==> src/rtl/qspi_pkg.sv <==
// Shared types and constants for the QSPI Quad Output Fast Read line reader.
package qspi_pkg;

  typedef enum logic [2:0] {
    ST_IDLE,
    ST_CMD,
    ST_ADDR,
    ST_DUMMY,
    ST_DATA,
    ST_DESEL
  } qspi_state_t;

  localparam logic [7:0] CMD_QUAD_READ = 8'h6B;
  localparam int         CMD_BITS      = 8;
  localparam int         ADDR_BITS     = 24;
  localparam int         DUMMY_CYCLES  = 8;

  // Bit offset of nibble idx in a little-endian word when each byte arrives high nibble first.
  function automatic logic [4:0] nibble_lsb(input logic [2:0] idx);
    return {idx[2:1], ~idx[0], 2'b00};
  endfunction

endpackage

==> src/rtl/qspi_sck_gen.sv <==
// SPI mode-0 clock divider: spi_sck toggles every CLK_DIV aclk cycles while enabled,
// with single-cycle flags marking the aclk edge that raises or lowers it.
module qspi_sck_gen #(
  parameter int CLK_DIV = 2
) (
  input  logic aclk,
  input  logic aresetn,
  input  logic en,
  output logic spi_sck,
  output logic rise_tick,
  output logic fall_tick
);

  localparam int            CW       = (CLK_DIV > 1) ? $clog2(CLK_DIV) : 1;
  localparam logic [CW-1:0] DIV_LAST = CW'(CLK_DIV - 1);

  logic [CW-1:0] div_cnt_q, div_cnt_d;
  logic          sck_q, sck_d;
  logic          terminal_s;

  assign terminal_s = (div_cnt_q == DIV_LAST);
  assign rise_tick  = en && terminal_s && !sck_q;
  assign fall_tick  = en && terminal_s && sck_q;
  assign spi_sck    = sck_q;

  // Divider next state; held low and cleared when disabled.
  always_comb begin
    div_cnt_d = div_cnt_q;
    sck_d     = sck_q;
    if (!en) begin
      div_cnt_d = {CW{1'b0}};
      sck_d     = 1'b0;
    end else if (terminal_s) begin
      div_cnt_d = {CW{1'b0}};
      sck_d     = ~sck_q;
    end else begin
      div_cnt_d = div_cnt_q + CW'(1);
      sck_d     = sck_q;
    end
  end

  // Divider state registers.
  always_ff @(posedge aclk) begin
    if (!aresetn) begin
      div_cnt_q <= {CW{1'b0}};
      sck_q     <= 1'b0;
    end else begin
      div_cnt_q <= div_cnt_d;
      sck_q     <= sck_d;
    end
  end

endmodule

==> src/rtl/qspi_line_reader.sv <==
// Cache-line fetch over QSPI: issues Quad Output Fast Read (0x6B) per request and
// returns WORDS_PER_LINE little-endian 32-bit words, one qspi_dval strobe each.
module qspi_line_reader
  import qspi_pkg::*;
#(
  parameter int CLK_DIV        = 2,
  parameter int WORDS_PER_LINE = 4,
  parameter int CS_HIGH        = 4
) (
  input  logic        aclk,
  input  logic        aresetn,
  input  logic [23:0] qspi_addr,
  input  logic        qspi_read_en,
  output logic [31:0] qspi_dout,
  output logic        qspi_dval,
  output logic        qspi_rready,
  output logic        spi_sck,
  output logic        spi_cs_n,
  output logic [3:0]  spi_io_out,
  output logic [3:0]  spi_io_oe,
  input  logic [3:0]  spi_io_in
);

  localparam int             WCW       = $clog2(WORDS_PER_LINE + 1);
  localparam int             DCW       = (CS_HIGH > 1) ? $clog2(CS_HIGH) : 1;
  localparam logic [5:0]     CMD_LEN   = 6'(CMD_BITS);
  localparam logic [5:0]     ADDR_LEN  = 6'(ADDR_BITS);
  localparam logic [5:0]     DUMMY_LEN = 6'(DUMMY_CYCLES);
  localparam logic [WCW-1:0] LINE_LEN  = WCW'(WORDS_PER_LINE);
  localparam logic [DCW-1:0] DESEL_END = DCW'(CS_HIGH - 1);
  localparam logic [3:0]     IO_OE_CMD = 4'b1101;

  qspi_state_t    state_q, state_d;
  logic [5:0]     bit_cnt_q, bit_cnt_d;
  logic [WCW-1:0] word_cnt_q, word_cnt_d;
  logic [DCW-1:0] desel_cnt_q, desel_cnt_d;
  logic [39:0]    shreg_q, shreg_d;
  logic [31:0]    asm_q, asm_d;
  logic           rready_q, rready_d;
  logic           dval_q, dval_d;
  logic [31:0]    dout_q, dout_d;
  logic           cs_n_q, cs_n_d;
  logic [3:0]     io_out_q, io_out_d;
  logic [3:0]     io_oe_q, io_oe_d;

  logic           sck_en_s, rise_tick_s, fall_tick_s;
  logic [4:0]     nib_pos_s;

  assign sck_en_s  = (state_q == ST_CMD) || (state_q == ST_ADDR) ||
                     (state_q == ST_DUMMY) || (state_q == ST_DATA);
  assign nib_pos_s = nibble_lsb(bit_cnt_q[2:0]);

  qspi_sck_gen #(.CLK_DIV(CLK_DIV)) u_sck_gen (
    .aclk      (aclk),
    .aresetn   (aresetn),
    .en        (sck_en_s),
    .spi_sck   (spi_sck),
    .rise_tick (rise_tick_s),
    .fall_tick (fall_tick_s)
  );

  // Next-state logic: counters step on rise ticks, outputs and phase changes on fall ticks.
  always_comb begin
    state_d     = state_q;
    bit_cnt_d   = bit_cnt_q;
    word_cnt_d  = word_cnt_q;
    desel_cnt_d = desel_cnt_q;
    shreg_d     = shreg_q;
    asm_d       = asm_q;
    rready_d    = rready_q;
    dval_d      = 1'b0;
    dout_d      = dout_q;
    cs_n_d      = cs_n_q;
    io_out_d    = io_out_q;
    io_oe_d     = io_oe_q;

    case (state_q)
      ST_IDLE: begin
        if (qspi_read_en && rready_q) begin
          state_d   = ST_CMD;
          bit_cnt_d = 6'd0;
          // Command bit 7 goes straight to IO0; the register holds what follows.
          shreg_d   = {CMD_QUAD_READ[6:0], qspi_addr, 9'd0};
          rready_d  = 1'b0;
          cs_n_d    = 1'b0;
          io_out_d  = {2'b11, 1'b0, CMD_QUAD_READ[7]};
          io_oe_d   = IO_OE_CMD;
        end else begin
          state_d = ST_IDLE;
        end
      end

      ST_CMD: begin
        if (rise_tick_s) begin
          bit_cnt_d = bit_cnt_q + 6'd1;
        end else if (fall_tick_s) begin
          shreg_d     = {shreg_q[38:0], 1'b0};
          io_out_d[0] = shreg_q[39];
          if (bit_cnt_q == CMD_LEN) begin
            state_d   = ST_ADDR;
            bit_cnt_d = 6'd0;
          end else begin
            state_d = ST_CMD;
          end
        end else begin
          state_d = ST_CMD;
        end
      end

      ST_ADDR: begin
        if (rise_tick_s) begin
          bit_cnt_d = bit_cnt_q + 6'd1;
        end else if (fall_tick_s) begin
          if (bit_cnt_q == ADDR_LEN) begin
            state_d   = ST_DUMMY;
            bit_cnt_d = 6'd0;
            io_out_d  = 4'b0000;
            io_oe_d   = 4'b0000;
          end else begin
            shreg_d     = {shreg_q[38:0], 1'b0};
            io_out_d[0] = shreg_q[39];
          end
        end else begin
          state_d = ST_ADDR;
        end
      end

      ST_DUMMY: begin
        if (rise_tick_s) begin
          bit_cnt_d = bit_cnt_q + 6'd1;
        end else if (fall_tick_s && (bit_cnt_q == DUMMY_LEN)) begin
          state_d    = ST_DATA;
          bit_cnt_d  = 6'd0;
          word_cnt_d = {WCW{1'b0}};
        end else begin
          state_d = ST_DUMMY;
        end
      end

      ST_DATA: begin
        if (rise_tick_s) begin
          asm_d[nib_pos_s +: 4] = spi_io_in;
          if (bit_cnt_q == 6'd7) begin
            dout_d     = asm_d;
            dval_d     = 1'b1;
            bit_cnt_d  = 6'd0;
            word_cnt_d = word_cnt_q + WCW'(1);
          end else begin
            bit_cnt_d = bit_cnt_q + 6'd1;
          end
        end else if (fall_tick_s && (word_cnt_q == LINE_LEN)) begin
          state_d     = ST_DESEL;
          cs_n_d      = 1'b1;
          desel_cnt_d = {DCW{1'b0}};
        end else begin
          state_d = ST_DATA;
        end
      end

      ST_DESEL: begin
        if (desel_cnt_q == DESEL_END) begin
          state_d  = ST_IDLE;
          rready_d = 1'b1;
        end else begin
          desel_cnt_d = desel_cnt_q + DCW'(1);
        end
      end

      default: begin
        state_d  = ST_IDLE;
        rready_d = 1'b1;
        cs_n_d   = 1'b1;
        io_out_d = 4'b0000;
        io_oe_d  = 4'b0000;
      end
    endcase
  end

  // State, datapath and output registers.
  always_ff @(posedge aclk) begin
    if (!aresetn) begin
      state_q     <= ST_IDLE;
      bit_cnt_q   <= 6'd0;
      word_cnt_q  <= {WCW{1'b0}};
      desel_cnt_q <= {DCW{1'b0}};
      shreg_q     <= 40'd0;
      asm_q       <= 32'd0;
      rready_q    <= 1'b1;
      dval_q      <= 1'b0;
      dout_q      <= 32'd0;
      cs_n_q      <= 1'b1;
      io_out_q    <= 4'b0000;
      io_oe_q     <= 4'b0000;
    end else begin
      state_q     <= state_d;
      bit_cnt_q   <= bit_cnt_d;
      word_cnt_q  <= word_cnt_d;
      desel_cnt_q <= desel_cnt_d;
      shreg_q     <= shreg_d;
      asm_q       <= asm_d;
      rready_q    <= rready_d;
      dval_q      <= dval_d;
      dout_q      <= dout_d;
      cs_n_q      <= cs_n_d;
      io_out_q    <= io_out_d;
      io_oe_q     <= io_oe_d;
    end
  end

  assign qspi_rready = rready_q;
  assign qspi_dval   = dval_q;
  assign qspi_dout   = dout_q;
  assign spi_cs_n    = cs_n_q;
  assign spi_io_out  = io_out_q;
  assign spi_io_oe   = io_oe_q;

endmodule
==> config.mk <==
export PLATFORM = sky130hd
export DESIGN_NAME = qspi_line_reader
export DESIGN_NICKNAME = d
export VERILOG_FILES = /design/src/rtl/qspi_pkg.sv /design/src/rtl/qspi_sck_gen.sv /design/src/rtl/qspi_line_reader.sv
export SDC_FILE = /design/constraint.sdc
export NUM_CORES = 1
export LEC_CHECK = 0
export ABC_AREA = 1
export CORE_ASPECT_RATIO = 1.1
export CORE_UTILIZATION = 55
export CTS_BUF_LIST = sky130_fd_sc_hd__clkbuf_16
export DETAILED_ROUTE_END_ITERATION = 8
export PLACE_DENSITY = 0.8
export SETUP_SLACK_MARGIN = 0.1
export SLEW_MARGIN = 25
export SYNTH_ARGS = -nofsm -noshare
export SYNTH_HDL_FRONTEND = slang
export SYNTH_SLANG_ARGS = --single-unit
==> constraint.sdc <==
create_clock -name aclk -period 2.5 [get_ports aclk]
set_input_delay 0.375 -clock aclk [delete_from_list [all_inputs] [get_ports aclk]]
set_output_delay 0.375 -clock aclk [all_outputs]
set_load 0.005 [all_outputs]
==> results of run 1 <==
final cells by class:
class                           count  area (sq um)  share of cell area, %
Clock buffer                       17           425                   6.14
Timing Repair Buffer               83           798                   11.5
Multi-Input combinational cell    625          2800                   40.5
Clock inverter                     15           125                   1.81
Tap cell                          120           150                   2.17
Inverter                           81           304                   4.39
Sequential cell                   116          2320                   33.5
logic make-up (layout without fill, tap and decap cells):
family	Yosys count	in the layout	share of synthesized area (%)
simple gates	502	502	37.0
buf+inv	127	196	9.88
flops	116	116	40.9
compound gates	113	113	10.5
fa+ha+maj	7	7	1.54
other cells	1	2	0.0660
xor+xnor	1	1	0.154
synthesized netlist by cell type (7+ instances only):
cell	n	area [sq um]
ha_1	7	87.6
o21ai_1	7	35.0
buf_2	14	70.1
clkbuf_1	11	41.3
inv_1	75	282
buf_1	8	30.0
dfxtp_1	116	2320
a21oi_1	31	155
nand3b_1	23	173
nor2_1	165	619
nand2_1	248	931
o21ai_0	67	335
buf_4	8	60.1
nand3_1	43	215
metrics by stage:
step / area [sq um] / setup slack (ns)
detailed placement: 6380 / 0.341
floorplan: 5690 / 0.698
finish: 6930 / 0.350
global placement: 6380 / 0.470
CTS: 6930 / 0.307
global route: 6930 / 0.144
worst max path at each step:
stage,from,end,cells past startpoint
2_1_floorplan,bit_cnt_q[1],asm_q[16],10
3_3_place_gp,bit_cnt_q[0],asm_q[11],8
3_5_place_dp,state_q[2],shreg_q[28],10
4_1_cts,state_q[2],shreg_q[28],10
5_1_grt,bit_cnt_q[1],asm_q[17],10
6_report,bit_cnt_q[1],asm_q[17],10
flip-flops by register name, indices dropped and copies added (netlist names):
register,flops
qspi_dval,1
asm_q,32
shreg_q,31
u_sck_gen.spi_sck,1
qspi_dout,32
qspi_rready,1
bit_cnt_q,6
spi_cs_n,1
spi_io_out,2
state_q,3
desel_cnt_q,2
u_sck_gen.div_cnt_q,1
word_cnt_q,3
per-layer routing:
layer,track usage (%),up-vias
li1,-,2825
met1,30.5,2529
met5,0,-
met4,12.2,0
met2,49.1,187
met3,5.45,27
worst reg2reg max path, delay by kind of cell (launching register included):
kind	cells	cell delay, ns
AO/OA/AOI/OAI	2	0.34
adder cells (fa/ha/maj)	2	0.53
buffers and inverters	3	0.24
flip-flops	1	0.41
AND/OR/NAND/NOR	3	0.53
report_power, final:
group          leakage [nW]  internal [mW]  switching, mW  total, mW
combinational          2.13          0.465          0.816       1.28
clock                 0.276           1.43          0.804       2.23
sequential            0.944           2.03          0.121       2.15
==> impl_metrics.env, run 1 <==
export IMPL_p_leak_nw=3.35
export IMPL_drv_cap=0
export IMPL_postRouteAntennaNets=0
export IMPL_drc=0
export IMPL_hold_path_end="qspi_rready"
export IMPL_drt_iter0_markers=297
export IMPL_synth_seq_area_share_pct=40.9
export IMPL_cts_sinks=116
export IMPL_final_cell_mix="nand2_1 (248), nor2_1 (165), dfxtp_1 (114)"
export IMPL_die_h_um=109
export IMPL_antenna_found_initial=0
export IMPL_synth_main_ff_cell="dfxtp_1"
export IMPL_grt_pass1_vias=5100
export IMPL_rsz0062_at_grt="no"
export IMPL_area_delta_synth_final_pct=21.9
export IMPL_fin_worst_skew_ns=0.00959
export IMPL_postCtsSetupBuffers=0
export IMPL_ctsResizeCount=0
export IMPL_root_buffer="clkbuf_16"
export IMPL_grt_max_degree=41
export IMPL_grt_pass1_wl_mm=23.0
export IMPL_arrival_ns=2.45
export IMPL_run_status="completed"
export IMPL_crit_fanout=8
export IMPL_worst_setup_path_start_kind="flop"
export IMPL_worst_r2r_path_depth=10
export IMPL_max_freq_ghz=0.465
export IMPL_cpMostUsedCell="inv_1"
export IMPL_end_kind="flop"
export IMPL_hold_viol=0
export IMPL_clk_latency_ns=0.41
export IMPL_r2r_start="bit_cnt_q[1]"
export IMPL_overflow=0
export IMPL_final_common_cell="nand2_1"
export IMPL_start_util_pct=57.2
export IMPL_synth_cells=867
export IMPL_min_period_ns=2.15
export IMPL_track_usage_pct=27.0
export IMPL_highest_layer="met4"
export IMPL_hpwl_mm=9.15
export IMPL_portBuffers=72
export IMPL_drtPass1Iterations=6
export IMPL_min_period_over_period_pct=86.0
export IMPL_ioPinCount=75
export IMPL_hold_start="aresetn"
export IMPL_cts_max_level=4
export IMPL_synth_edf_count=0
export IMPL_required_ns=2.80
export IMPL_yosys_register_bits=116
export IMPL_stdcell_count=1057
export IMPL_critPathBufInv=3
export IMPL_setup_viol=0
export IMPL_ir_drop_uv=481
export IMPL_reg2reg_to="asm_q[17]"
export IMPL_layout_drive_gt1_share_pct=6.40
export IMPL_fillers=874
export IMPL_wl_met2_mm=6.94
export IMPL_max_stage_delay_ns=0.41
export IMPL_finalSetupTns_ns=0
export IMPL_tightestPinTransition_ns=0.794
export IMPL_ys_async_sr_fraction_pct=0
export IMPL_vias=5568
export IMPL_cts_path_max_buffers=2
export IMPL_crit_slowest_cell="dfxtp_1"
export IMPL_min_path_cells=2
export IMPL_finalMaxSlewViolations=0
export IMPL_dp_cells=1025
export IMPL_synth_area_sq_um=5680
export IMPL_power_density_nw_per_um2=818
export IMPL_fin_nets=962
export IMPL_gp_congestion=0.976
export IMPL_synth_warning_count=0
export IMPL_max_slew_margin_rel_pct=47.0
export IMPL_synth_avg_cell_area_sq_um=6.56
export IMPL_drt_total_wl_mm=13.7
export IMPL_num_rows=38
export IMPL_worst_setup_path_type="reg2reg"
export IMPL_wl_met3_um=746
export IMPL_min_path_type="in2reg"
export IMPL_m1WireLength_mm=5.77
export IMPL_cts_hold_buf=0
export IMPL_viasPerCell=5.27
export IMPL_avgRoutedWirePerCell_um=13.0
export IMPL_cts_tree="yes"
export IMPL_fp_dieW_um=98.9
export IMPL_core_area_sq_um=9940
export IMPL_cts_reportedPaths_clkPinSlew_ns=0.05
export IMPL_whs_ns=0.329
export IMPL_cts_buffers_inserted=17
export IMPL_num_antenna_cells=0
export IMPL_r2r_setup_slack_ns=0.35
export IMPL_utilization_pct=69.8
export IMPL_dieArea_sq_um=10700
export IMPL_crit_chain="inv_1 -> ha_1 -> ha_1 -> inv_1 -> nor2_1 -> nand4_1 -> nand2_1 -> o21ai_0 -> o21ai_0 -> inv_1"
export IMPL_synth_cell_types=32
export IMPL_path_delay_family="adder cells"
export IMPL_power_mw=5.67
No activity file was read; power rests on OpenSTA's default activity.
==> run 2, diff against run 1 <==
- CORE_ASPECT_RATIO: 1.1 -> 1.25
==> run 2 against run 1 <==
Wire length decreased by 5.2%. Hold slack gained 0.050 ns. Cell count is 0.57% higher.
==> impl_metrics.env, run 2 (synthesis gave the netlist of run 1 again) <==
export IMPL_run_status="completed"
export IMPL_viasPerCell=5.04
export IMPL_fillers=877
export IMPL_grt_pass1_wl_mm=21.8
export IMPL_cts_sinks=116
export IMPL_arrival_ns=2.41
export IMPL_m1WireLength_mm=5.70
export IMPL_grt_max_degree=60
export IMPL_fin_worst_skew_ns=0.00659
export IMPL_fp_dieW_um=92.9
export IMPL_drc=0
export IMPL_setup_viol=0
export IMPL_max_freq_ghz=0.475
export IMPL_power_density_nw_per_um2=849
export IMPL_overflow=0
export IMPL_crit_fanout=8
export IMPL_worst_setup_path_type="reg2reg"
export IMPL_highest_layer="met4"
export IMPL_finalMaxSlewViolations=0
export IMPL_final_common_cell="nand2_1"
export IMPL_multi_input_area_sq_um=2800
export IMPL_drt_iter0_markers=327
export IMPL_tightestPinTransition_ns=0.771
export IMPL_register_area_sq_um=2320
export IMPL_whs_ns=0.380
export IMPL_track_usage_pct=25.2
export IMPL_grt_pass1_vias=5028
export IMPL_wl_met2_mm=6.46
export IMPL_hold_viol=0
export IMPL_gp_congestion=0.968
export IMPL_cts_reportedPaths_clkPinSlew_ns=0.05
export IMPL_final_cell_mix="nand2_1 (248), nor2_1 (165), dfxtp_1 (115)"
export IMPL_clk_latency_ns=0.41
export IMPL_area_delta_synth_final_pct=23.3
export IMPL_cts_max_level=4
export IMPL_wl_met3_um=545
export IMPL_start_util_pct=56.5
export IMPL_min_period_ns=2.10
export IMPL_antenna_found_initial=0
export IMPL_utilization_pct=69.7
export IMPL_postRouteAntennaNets=0
export IMPL_num_rows=41
export IMPL_cts_path_max_buffers=2
export IMPL_drtPass1Iterations=4
export IMPL_ir_drop_uv=583
export IMPL_vias=5359
export IMPL_ioPinCount=75
export IMPL_num_antenna_cells=0
export IMPL_min_path_type="in2reg"
export IMPL_die_h_um=116
export IMPL_dieArea_sq_um=10700
export IMPL_portBuffers=72
export IMPL_worst_setup_path_start_kind="flop"
export IMPL_drt_total_wl_mm=13.0
export IMPL_core_area_sq_um=10100
export IMPL_rsz0062_at_grt="no"
export IMPL_avgRoutedWirePerCell_um=12.2
export IMPL_layout_drive_gt1_share_pct=6.10
export IMPL_end_kind="flop"
export IMPL_cts_buffers_inserted=17
export IMPL_min_period_over_period_pct=84.2
export IMPL_detailed_place_area_sq_um=6390
export IMPL_finish_instance_area_sq_um=7010
export IMPL_cts_tree="yes"
export IMPL_required_ns=2.80
export IMPL_root_buffer="clkbuf_16"
export IMPL_fin_nets=960
export IMPL_drv_cap=0
export IMPL_max_slew_margin_rel_pct=48.5
export IMPL_hpwl_mm=8.24
export IMPL_p_leak_nw=3.37
export IMPL_finalSetupTns_ns=0
==> run 2: cell count changes in the layout (fill, tap and decap cells not counted), sizes merged <==
cell	before	now
buf	12	10
clkinvlp	2	1
inv	84	83
bufinv	2	5
clkinv	8	6
==> run 2: timing repair <==
action,CTS,global route
setup buffers,0,0
resized for setup,0,1
setup endpoints to repair,0,1
hold buffers,0,0
==> run 2: final timing paths <==
kind,startpoint,endpoint,slack (ns),depth (start not counted)
hold reg to reg,shreg_q[39],spi_io_out[0],0.46,2
hold / removal,aresetn,bit_cnt_q[0],0.38,3
setup / recovery,bit_cnt_q[1],asm_q[17],0.40,10
setup reg to reg,bit_cnt_q[1],asm_q[17],0.40,10
==> run 2: area by class of cell <==
| cell class | instances | area share [%] |
|---|---|---|
| clock buffers | 17 | 6.07 |
| multi-input cells | 625 | 40.0 |
| repair buffers | 81 | 11.4 |
| clock inverters | 14 | 2.77 |
| flip-flops and latches | 116 | 33.2 |
| well taps | 129 | 2.30 |
| inverters | 81 | 4.34 |
==> run 2: metal layers <==
layer | vias to the layer above | global-route usage, %
met4 | 0 | 11.5
li1 | 2828 | -
met2 | 126 | 46.8
met5 | - | 0
met3 | 32 | 4.99
met1 | 2373 | 27.6
==> run 2: worst max-delay path, cell delays in order (launching register included) <==
cell	delay, ns
dfxtp_1	0.42
inv_1	0.09
ha_1	0.19
ha_1	0.33
inv_1	0.10
nor2_1	0.15
nand4_1	0.26
nand2_1	0.12
o21ai_0	0.11
o21ai_0	0.18
inv_1	0.05
==> run 2: per-stage QoR <==
step	std cells	setup slack [ns]	total power [mW]
after floorplan	868	0.698	3.16
after global placement	1032	0.402	3.41
after detailed placement	1032	0.330	3.42
after CTS	1063	0.288	5.98
after global routing	1063	0.170	6.26
final	1063	0.396	5.95
==> run 2: report_power, final <==
| part | switching (mW) | internal (mW) | total [mW] |
|---|---|---|---|
| clock network | 0.818 | 1.74 | 2.56 |
| registers | 0.117 | 2.03 | 2.15 |
| logic | 0.788 | 0.458 | 1.25 |
| total | 1.72 | 4.23 | 5.95 |
